## src/rtl/csa_serial_accum_if.sv

```systemverilog
// Handshake bundle for csa_serial_accum: word input stream, result output stream, group word count.
interface csa_serial_accum_if #(
    parameter int N     = 8,
    parameter int K     = 10,
    parameter int CBITS = 4
);
    localparam int SBITS = N + CBITS;
    localparam int CW    = $clog2(K + 1);

    logic             in_valid;
    logic             in_ready;
    logic [N-1:0]     in_word;
    logic             out_valid;
    logic             out_ready;
    logic [SBITS-1:0] out_sum;
    logic             out_ovf;
    logic [CW-1:0]    word_cnt;

    modport master (
        output in_valid, in_word, out_ready,
        input  in_ready, out_valid, out_sum, out_ovf, word_cnt
    );

    modport slave (
        input  in_valid, in_word, out_ready,
        output in_ready, out_valid, out_sum, out_ovf, word_cnt
    );
endinterface

```

## src/rtl/csa_serial_accum.sv

```systemverilog
// Streaming multi-operand adder: K words folded into a carry-save pair, one final
// carry-propagate resolve, result held on a valid/ready port until taken.
//
// state   | meaning
// ACCUM   | accepting words, one 3:2 compression per accept
// RESOLVE | carry-propagate add of ps+pc into the output register
// HOLD    | result presented, waiting for out_ready
module csa_serial_accum #(
    parameter int N     = 8,
    parameter int K     = 10,
    parameter int CBITS = 4
) (
    input logic             clk,
    input logic             rst_n,
    csa_serial_accum_if.slave bus
);
    localparam int SBITS = N + CBITS;
    localparam int CW    = $clog2(K + 1);

    typedef enum logic [1:0] {ACCUM, RESOLVE, HOLD} state_t;

    state_t           state;
    state_t           state_nxt;
    logic [SBITS-1:0] ps;
    logic [SBITS-1:0] pc;
    logic [SBITS-1:0] w;
    logic [SBITS-1:0] maj;
    logic [SBITS-1:0] sum_q;
    logic [SBITS:0]   resolved;
    logic [CW-1:0]    cnt;
    logic             ovf_acc;
    logic             ovf_q;
    logic             accept;
    logic             deliver;
    logic             last_word;
    logic             in_ready;
    logic             out_valid;

    assign w         = SBITS'(bus.in_word);
    assign maj       = (ps & pc) | (ps & w) | (pc & w);
    assign accept    = in_ready && bus.in_valid;
    assign deliver   = out_valid && bus.out_ready;
    assign last_word = (cnt == CW'(K - 1));
    assign resolved  = {1'b0, ps} + {1'b0, pc};

    always_ff @(posedge clk or negedge rst_n) begin
        if (!rst_n) state <= ACCUM;
        else        state <= state_nxt;
    end

    always_comb begin
        state_nxt = state;
        in_ready  = 1'b0;
        out_valid = 1'b0;
        case (state)
            ACCUM: begin
                in_ready = 1'b1;
                if (accept && last_word) state_nxt = RESOLVE;
            end
            RESOLVE: state_nxt = HOLD;
            HOLD: begin
                out_valid = 1'b1;
                if (bus.out_ready) state_nxt = ACCUM;
            end
            default: state_nxt = ACCUM;
        endcase
    end

    // The top majority bit falls off the left shift; since every operand is
    // non-negative, any such dropped carry means the true sum overflowed.
    always_ff @(posedge clk or negedge rst_n) begin
        if (!rst_n) begin
            ps      <= '0;
            pc      <= '0;
            cnt     <= '0;
            ovf_acc <= 1'b0;
            sum_q   <= '0;
            ovf_q   <= 1'b0;
        end else begin
            if (accept) begin
                ps      <= ps ^ pc ^ w;
                pc      <= {maj[SBITS-2:0], 1'b0};
                ovf_acc <= ovf_acc | maj[SBITS-1];
                cnt     <= cnt + CW'(1);
            end
            if (state == RESOLVE) begin
                sum_q <= resolved[SBITS-1:0];
                ovf_q <= ovf_acc | resolved[SBITS];
            end
            if (deliver) begin
                ps      <= '0;
                pc      <= '0;
                cnt     <= '0;
                ovf_acc <= 1'b0;
            end
        end
    end

    assign bus.in_ready  = in_ready;
    assign bus.out_valid = out_valid;
    assign bus.out_sum   = sum_q;
    assign bus.out_ovf   = ovf_q;
    assign bus.word_cnt  = cnt;
endmodule

```

## src/flat_wrapper.sv

```systemverilog
// flat-port wrapper written by rule: the top's interface ports become plain ports
module csa_serial_accum_flat 
#(
    parameter int N     = 8,
    parameter int K     = 10,
    parameter int CBITS = 4
)
  (clk, rst_n, bus_in_valid, bus_in_word, bus_out_ready, bus_in_ready, bus_out_valid, bus_out_sum, bus_out_ovf, bus_word_cnt);
  csa_serial_accum_if #(.N(N), .K(K), .CBITS(CBITS)) bus_i ();
  input logic clk;
  input logic rst_n;
  input wire logic [$bits(bus_i.in_valid)-1:0] bus_in_valid;
  input wire logic [$bits(bus_i.in_word)-1:0] bus_in_word;
  input wire logic [$bits(bus_i.out_ready)-1:0] bus_out_ready;
  output wire logic [$bits(bus_i.in_ready)-1:0] bus_in_ready;
  output wire logic [$bits(bus_i.out_valid)-1:0] bus_out_valid;
  output wire logic [$bits(bus_i.out_sum)-1:0] bus_out_sum;
  output wire logic [$bits(bus_i.out_ovf)-1:0] bus_out_ovf;
  output wire logic [$bits(bus_i.word_cnt)-1:0] bus_word_cnt;
  assign bus_i.in_valid = bus_in_valid;
  assign bus_i.in_word = bus_in_word;
  assign bus_i.out_ready = bus_out_ready;
  assign bus_in_ready = bus_i.in_ready;
  assign bus_out_valid = bus_i.out_valid;
  assign bus_out_sum = bus_i.out_sum;
  assign bus_out_ovf = bus_i.out_ovf;
  assign bus_word_cnt = bus_i.word_cnt;
  csa_serial_accum #(.N(N), .K(K), .CBITS(CBITS)) u_core (.clk(clk), .rst_n(rst_n), .bus(bus_i));
endmodule
```

## config.mk

```make
export PLATFORM = sky130hd
export DESIGN_NAME = csa_serial_accum_flat
export DESIGN_NICKNAME = d
export VERILOG_FILES = /design/src/rtl/csa_serial_accum_if.sv /design/src/rtl/csa_serial_accum.sv /design/src/flat_wrapper.sv
export SDC_FILE = /design/constraint.sdc
export NUM_CORES = 1
export LEC_CHECK = 0
export CORE_UTILIZATION = 40
export DETAILED_ROUTE_END_ITERATION = 10
export PLACE_DENSITY_LB_ADDON = 0.08
export SYNTH_ARGS = -nofsm -noshare
export SYNTH_HDL_FRONTEND = slang
export SYNTH_SLANG_ARGS = --single-unit
```

## constraint.sdc

```tcl
create_clock -name clk -period 4.94 [get_ports clk]
set_clock_uncertainty 0.1 [all_clocks]
set_input_delay 0.988 -clock clk [delete_from_list [all_inputs] [get_ports clk]]
set_output_delay 0.988 -clock clk [all_outputs]
set_load 0.02 [all_outputs]
```

==> results of run 1 <==
power by group through the flow:
stage,Sequential [mW],Clock (mW),Combinational [mW]
global route,0.635,0.353,0.991
finish,0.613,0.334,0.883
CTS,0.615,0.343,0.896
detailed placement,0.621,0,0.889
global placement,0.618,0,0.882
floorplan,0.673,0,0.539
sequential cells by signal, indices dropped and copies added, names as in the netlist:
register,flops
u_core.bus.out_ovf,1
u_core.bus.word_cnt,4
u_core.state,2
u_core.bus.out_sum,12
u_core.ps,12
u_core.ovf_acc,1
u_core.pc,11
kinds of logic (layout without fill, tap and decap cells):
| group | after synthesis | count (layout) | share of synthesized area |
|---|---|---|---|
| muxes | 1 | 1 | 0.00435 |
| DFF | 43 | 43 | 0.467 |
| adders and majority gates | 22 | 22 | 0.146 |
| xor gates and xnor gates | 8 | 8 | 0.0304 |
| and+or+nand+nor | 63 | 63 | 0.121 |
| buffers and inverters | 34 | 63 | 0.0603 |
| AOI/OAI and AO/OA | 61 | 61 | 0.171 |
path summary, 6_finish.rpt:
check | endpoint | start | depth (start not counted) | slack (ps)
hold reg to reg | u_core.bus.out_sum[11] | u_core.bus.out_sum[11] | 2 | 380
hold / removal | u_core.bus.out_sum[11] | u_core.bus.out_sum[11] | 2 | 380
setup / recovery | bus_out_valid | u_core.state[1] | 2 | 2120
max in group asynchronous | u_core.state[0] | rst_n | 1 | 3420
min in group asynchronous | u_core.bus.out_sum[6] | rst_n | 1 | 730
setup reg to reg | u_core.bus.out_sum[7] | u_core.pc[1] | 7 | 2810
critical path: stages, from the launching register on:
cell,delay [ps]
dfrtp_1,420
nor2b_1,340
clkdlybuf4s50_1,670
cell usage in the layout, fill, tap and decap left out, drive strengths merged, types with 2 or more instances in the layout:
cell / Yosys / layout
o21ai: 24 / 24
nor3: 3 / 3
bufinv: 0 / 2
o21a: 2 / 2
xnor2: 2 / 2
a21oi: 16 / 16
ha: 14 / 14
nand3: 4 / 4
clkbuf: 7 / 5
a211oi: 2 / 2
fa: 8 / 8
nand2: 39 / 39
xor2: 6 / 6
inv: 25 / 25
a22o: 9 / 9
nand4: 3 / 3
dfrtp: 43 / 43
nor2: 5 / 5
nor2b: 3 / 3
clkdlybuf4s50: 0 / 29
layer usage:
metal / vias up / track usage / share of wire
met5: - / 0 / 0
met3: 4 / 0.0424 / 0.036
met4: 0 / 0.0623 / 0.011
li1: 842 / - / -
met2: 26 / 0.252 / 0.46
met1: 796 / 0.220 / 0.50
cell type report:
class                           count  area, µm²  area share
Clock buffer                        5       68.8      0.0248
Clock inverter                      3       67.6      0.0243
Inverter                           25       93.8      0.0338
Multi-Input combinational cell    155       1090       0.391
Sequential cell                    43       1080       0.387
Tap cell                           72       90.1      0.0324
Timing Repair Buffer               30        295       0.106
through the flow:
| stage | setup slack (ps) | hold WS (ps) | cells |
|---|---|---|---|
| final | 2120 | 381 | 333 |
| after global routing | 2010 | 405 | 333 |
| after CTS | 2100 | 389 | 333 |
| after detailed placement | 2190 | 368 | 325 |
| after global placement | 2210 | 362 | 325 |
| after floorplan | 2950 | 356 | 232 |
==> impl_metrics.json, run 1 <==
{
  "die_area_um2": 6060,
  "ys_ff_latch": 43,
  "postSynthCellCount": 232,
  "rsz0062_at_grt": "false",
  "netlist_top_cells_area": "dfrtp_1, ha_1, fa_1",
  "fmax_ghz": 0.354,
  "synth_top_area_frac": 0.467,
  "htreeDepth": 2,
  "final_area_um2": 2780,
  "initial_core_util": 0.416,
  "postSynth.asyncResetShare": 1.00,
  "synth_cell_types": 38,
  "powerDensity_nw_per_um2": 658,
  "cts_setup_buffers": 0,
  "numPortBuffers": 30,
  "numCtsBuffers": 5,
  "tightest_slew_ps": 952,
  "io_pins": 31,
  "drv_slew": 0,
  "total_leakage_power_nw": 1.28,
  "dpl_cell_area_um2": 2640,
  "grt_pass1_vias": 1601,
  "syn-cell-area_um2": 2300,
  "switching_share": 0.405,
  "synth_nets": 266,
  "die_w_um": 77.9,
  "core-area_um2": 5540,
  "syn_avg_cell_area_um2": 9.92,
  "synthFlopType": "dfrtp_1",
  "antenna_found_initial": 0,
  "vias": 1668,
  "slew_headroom": 0.365,
  "drc": 0,
  "hold_viol_final": 0,
  "cts_tree": "done",
  "firstDrtPassIters": 4,
  "synth_top_area_cell": "dfrtp_1",
  "clkSinkCount": 43,
  "yosysMostFrequentCell": "dfrtp_1",
  "grt_pass1_wl_mm": 7.58,
  "wire_per_inst_um": 13.1,
  "fillers": 526,
  "clk_pin_slew_ps": 90,
  "root_buffer": "clkbuf_8",
  "synthTopCellsByCount": "dfrtp_1, nand2_1, inv_1, a21oi_1, o21ai_1",
  "diodes": 0,
  "run_status": "finished, final reports clean",
  "final-setup-viol-count": 0,
  "cts_hold_buf": 0,
  "grt_util_all_layers": 0.164,
  "rows": 27,
  "finalPower_mw": 1.83,
  "drv_cap": 0,
  "grt_max_degree": 44,
  "fin_crit_sh": 0.571,
  "area_growth_pct": 20.7,
  "place_congestion": 0.731,
  "fin_util": 0.502,
  "hold_class": "reg -> reg",
  "dr.first_iter.drc_count": 86,
  "ys_warn_count": 0,
  "die_h_um": 77.9,
  "crit_fanout": 5,
  "insertion_delay_ps": 300,
  "finalSetupTns_ps": 0,
  "ys_seq_area_frac": 0.467,
  "start_kind": "register",
  "cts_resized": 0,
  "switchingPower_mw": 0.741,
  "required_ps": 3850,
  "min_period_ps": 2820,
  "hpwl_mm": 3.09,
  "critical_path_class": "reg -> out",
  "clk_path_buf_depth": 2,
  "crit_path_end_kind": "output port",
  "synth_edf_count": 0,
  "power_frac_clock": 0.182,
  "routed_wl_mm": 4.37,
  "seq_power_share": 0.335,
  "grt-ovfl-total": 0,
  "internal_power_mw": 1.09,
  "drtAntennaViolNets": 0,
  "vdd_ir_drop_max_mv": 0.250,
  "critical_path_arrival_ps": 1730,
  "drive_gt1_frac": 0.0498,
  "final_nets": 294,
  "p_comb_frac": 0.483,
  "avgViaCountPerCell": 5.01
}
Note: power is estimated with default switching activity, not from simulation.
==> inputs of run 2 (changes only) <==
==> constraint.sdc (replaced) <==
create_clock -name clk -period 2.7 [get_ports clk]
set_clock_uncertainty 0.1 [all_clocks]
set_input_delay 0.54 -clock clk [delete_from_list [all_inputs] [get_ports clk]]
set_output_delay 0.54 -clock clk [all_outputs]
set_load 0.02 [all_outputs]
==> run 2 against run 1 <==
Effect of this change: wire length up 0.34%; first-iteration DRC count up 17%; worst hold slack worse by 340 ps; sequential power up 83%.
==> impl_metrics.json, run 2 (synthesis gave the netlist of run 1 again) <==
{
  "critical_path_class": "reg -> out",
  "core-area_um2": 5540,
  "r2r-end": "u_core.bus.out_sum[7]",
  "antenna_found_initial": 0,
  "cts_setup_buffers": 0,
  "drv_slew": 0,
  "start_kind": "register",
  "total_leakage_power_nw": 1.29,
  "crit_path_end_kind": "output port",
  "critical_path_arrival_ps": 1760,
  "hpwl_mm": 3.23,
  "grt_pass1_vias": 1546,
  "cts_tree": "done",
  "hold_class": "in -> async",
  "die_area_um2": 6060,
  "cts_resized": 0,
  "io_pins": 31,
  "vdd_ir_drop_max_mv": 0.449,
  "vias": 1657,
  "numPortBuffers": 30,
  "root_buffer": "clkbuf_8",
  "most-common-layout-cells": "dfrtp_1, nand2_1, clkdlybuf4s50_1, inv_1",
  "fillers": 536,
  "htreeDepth": 2,
  "wire_per_inst_um": 13.0,
  "hold_viol_final": 0,
  "numCtsBuffers": 5,
  "diodes": 0,
  "cts_hold_buf": 0,
  "tightest_slew_ps": 624,
  "slew_headroom": 0.583,
  "grt-ovfl-total": 0,
  "rr_startpoint": "u_core.pc[1]",
  "fin_crit_sh": 0.890,
  "initial_core_util": 0.416,
  "insertion_delay_ps": 300,
  "drv_cap": 0,
  "clk_pin_slew_ps": 90,
  "critPathLaunch": "u_core.state[1]",
  "fmax_ghz": 0.416,
  "min_period_ps": 2400,
  "drc": 0,
  "drive_gt1_frac": 0.0677,
  "area_growth_pct": 21.3,
  "rsz0062_at_grt": "false",
  "die_w_um": 77.9,
  "place_congestion": 0.771,
  "drtAntennaViolNets": 0,
  "die_h_um": 77.9,
  "finalPower_mw": 3.25,
  "r2r_slack_ps": 640,
  "dpl_worst_slack_ps": 649,
  "dr.first_iter.drc_count": 101,
  "crit_fanout": 5,
  "clk_path_buf_depth": 2,
  "grt_pass1_wl_mm": 7.80,
  "routed_wl_mm": 4.38,
  "grt_max_degree": 26,
  "ff2ff_path_depth": 7,
  "final_nets": 299,
  "finalSetupTns_ps": 0,
  "firstDrtPassIters": 4,
  "avgViaCountPerCell": 4.90,
  "final-setup-viol-count": 0,
  "powerDensity_nw_per_um2": 1160,
  "required_ps": 2060,
  "run_status": "finished, final reports clean",
  "setup_ws_ps": 296,
  "crit_path_end": "bus_out_valid",
  "clkSinkCount": 43,
  "mostFrequentLayoutCell": "dfrtp_1",
  "rows": 27,
  "grt_util_all_layers": 0.168
}
## run 2: cell types whose count changed in the layout (fill, tap and decap cells not counted)
cell        change
buf_4           +5
clkinvlp_4      -1
clkinv_4        +1
bufinv_16       -1
clkinv_2        +1
## run 2: per-stage QoR
stage / hold slack, ps / utilization / std cells / instance area (µm²)
after detailed placement: 367 / 0.484 / 330 / 2680
after global placement: 360 / 0.484 / 330 / 2680
final: 45.2 / 0.504 / 338 / 2790
after CTS: 51.8 / 0.504 / 338 / 2790
after floorplan: 144 / - / 232 / 2300
after global routing: 66.7 / 0.504 / 338 / 2790
## run 2: final cells by class
cell class,instances,area [µm²],share of cell area
clock buffers,5,68.8,0.0246
well taps,72,90.1,0.0323
clock inverters,3,43.8,0.0157
inverters,25,93.8,0.0336
flip-flops and latches,43,1080,0.385
repair buffers,35,333,0.119
multi-input cells,155,1090,0.389
## run 2: how the worst min path moves through the flow
stage                     depth (start not counted)               endpoint             startpoint
after CTS                                         1  u_core.bus.out_sum[4]                  rst_n
final                                             1  u_core.bus.out_sum[5]                  rst_n
after global placement                            2  u_core.bus.out_sum[2]  u_core.bus.out_sum[2]
after floorplan                                   0     u_core.bus.out_ovf                  rst_n
after global routing                              1  u_core.bus.out_sum[5]                  rst_n
after detailed placement                          2  u_core.bus.out_sum[1]  u_core.bus.out_sum[1]
## run 2: power breakdown
group	internal, mW	total (mW)	switching, mW
clock network	0.276	0.512	0.236
logic	0.720	1.62	0.896
registers	0.911	1.12	0.211
## run 2: worst max-delay path, stage by stage, from the launching register on
cell and delay (ps):
dfrtp_1 420, nor2b_1 360, clkdlybuf4s50_1 670
## run 2: per-layer routing
| layer | vias to the layer above | wire length (µm) | global-route usage |
|---|---|---|---|
| met5 | - | 0 | 0 |
| met4 | 0 | 63 | 0.0566 |
| met3 | 5 | 142 | 0.0435 |
| met2 | 24 | 1930 | 0.242 |
| met1 | 774 | 2250 | 0.244 |
| li1 | 854 | - | - |
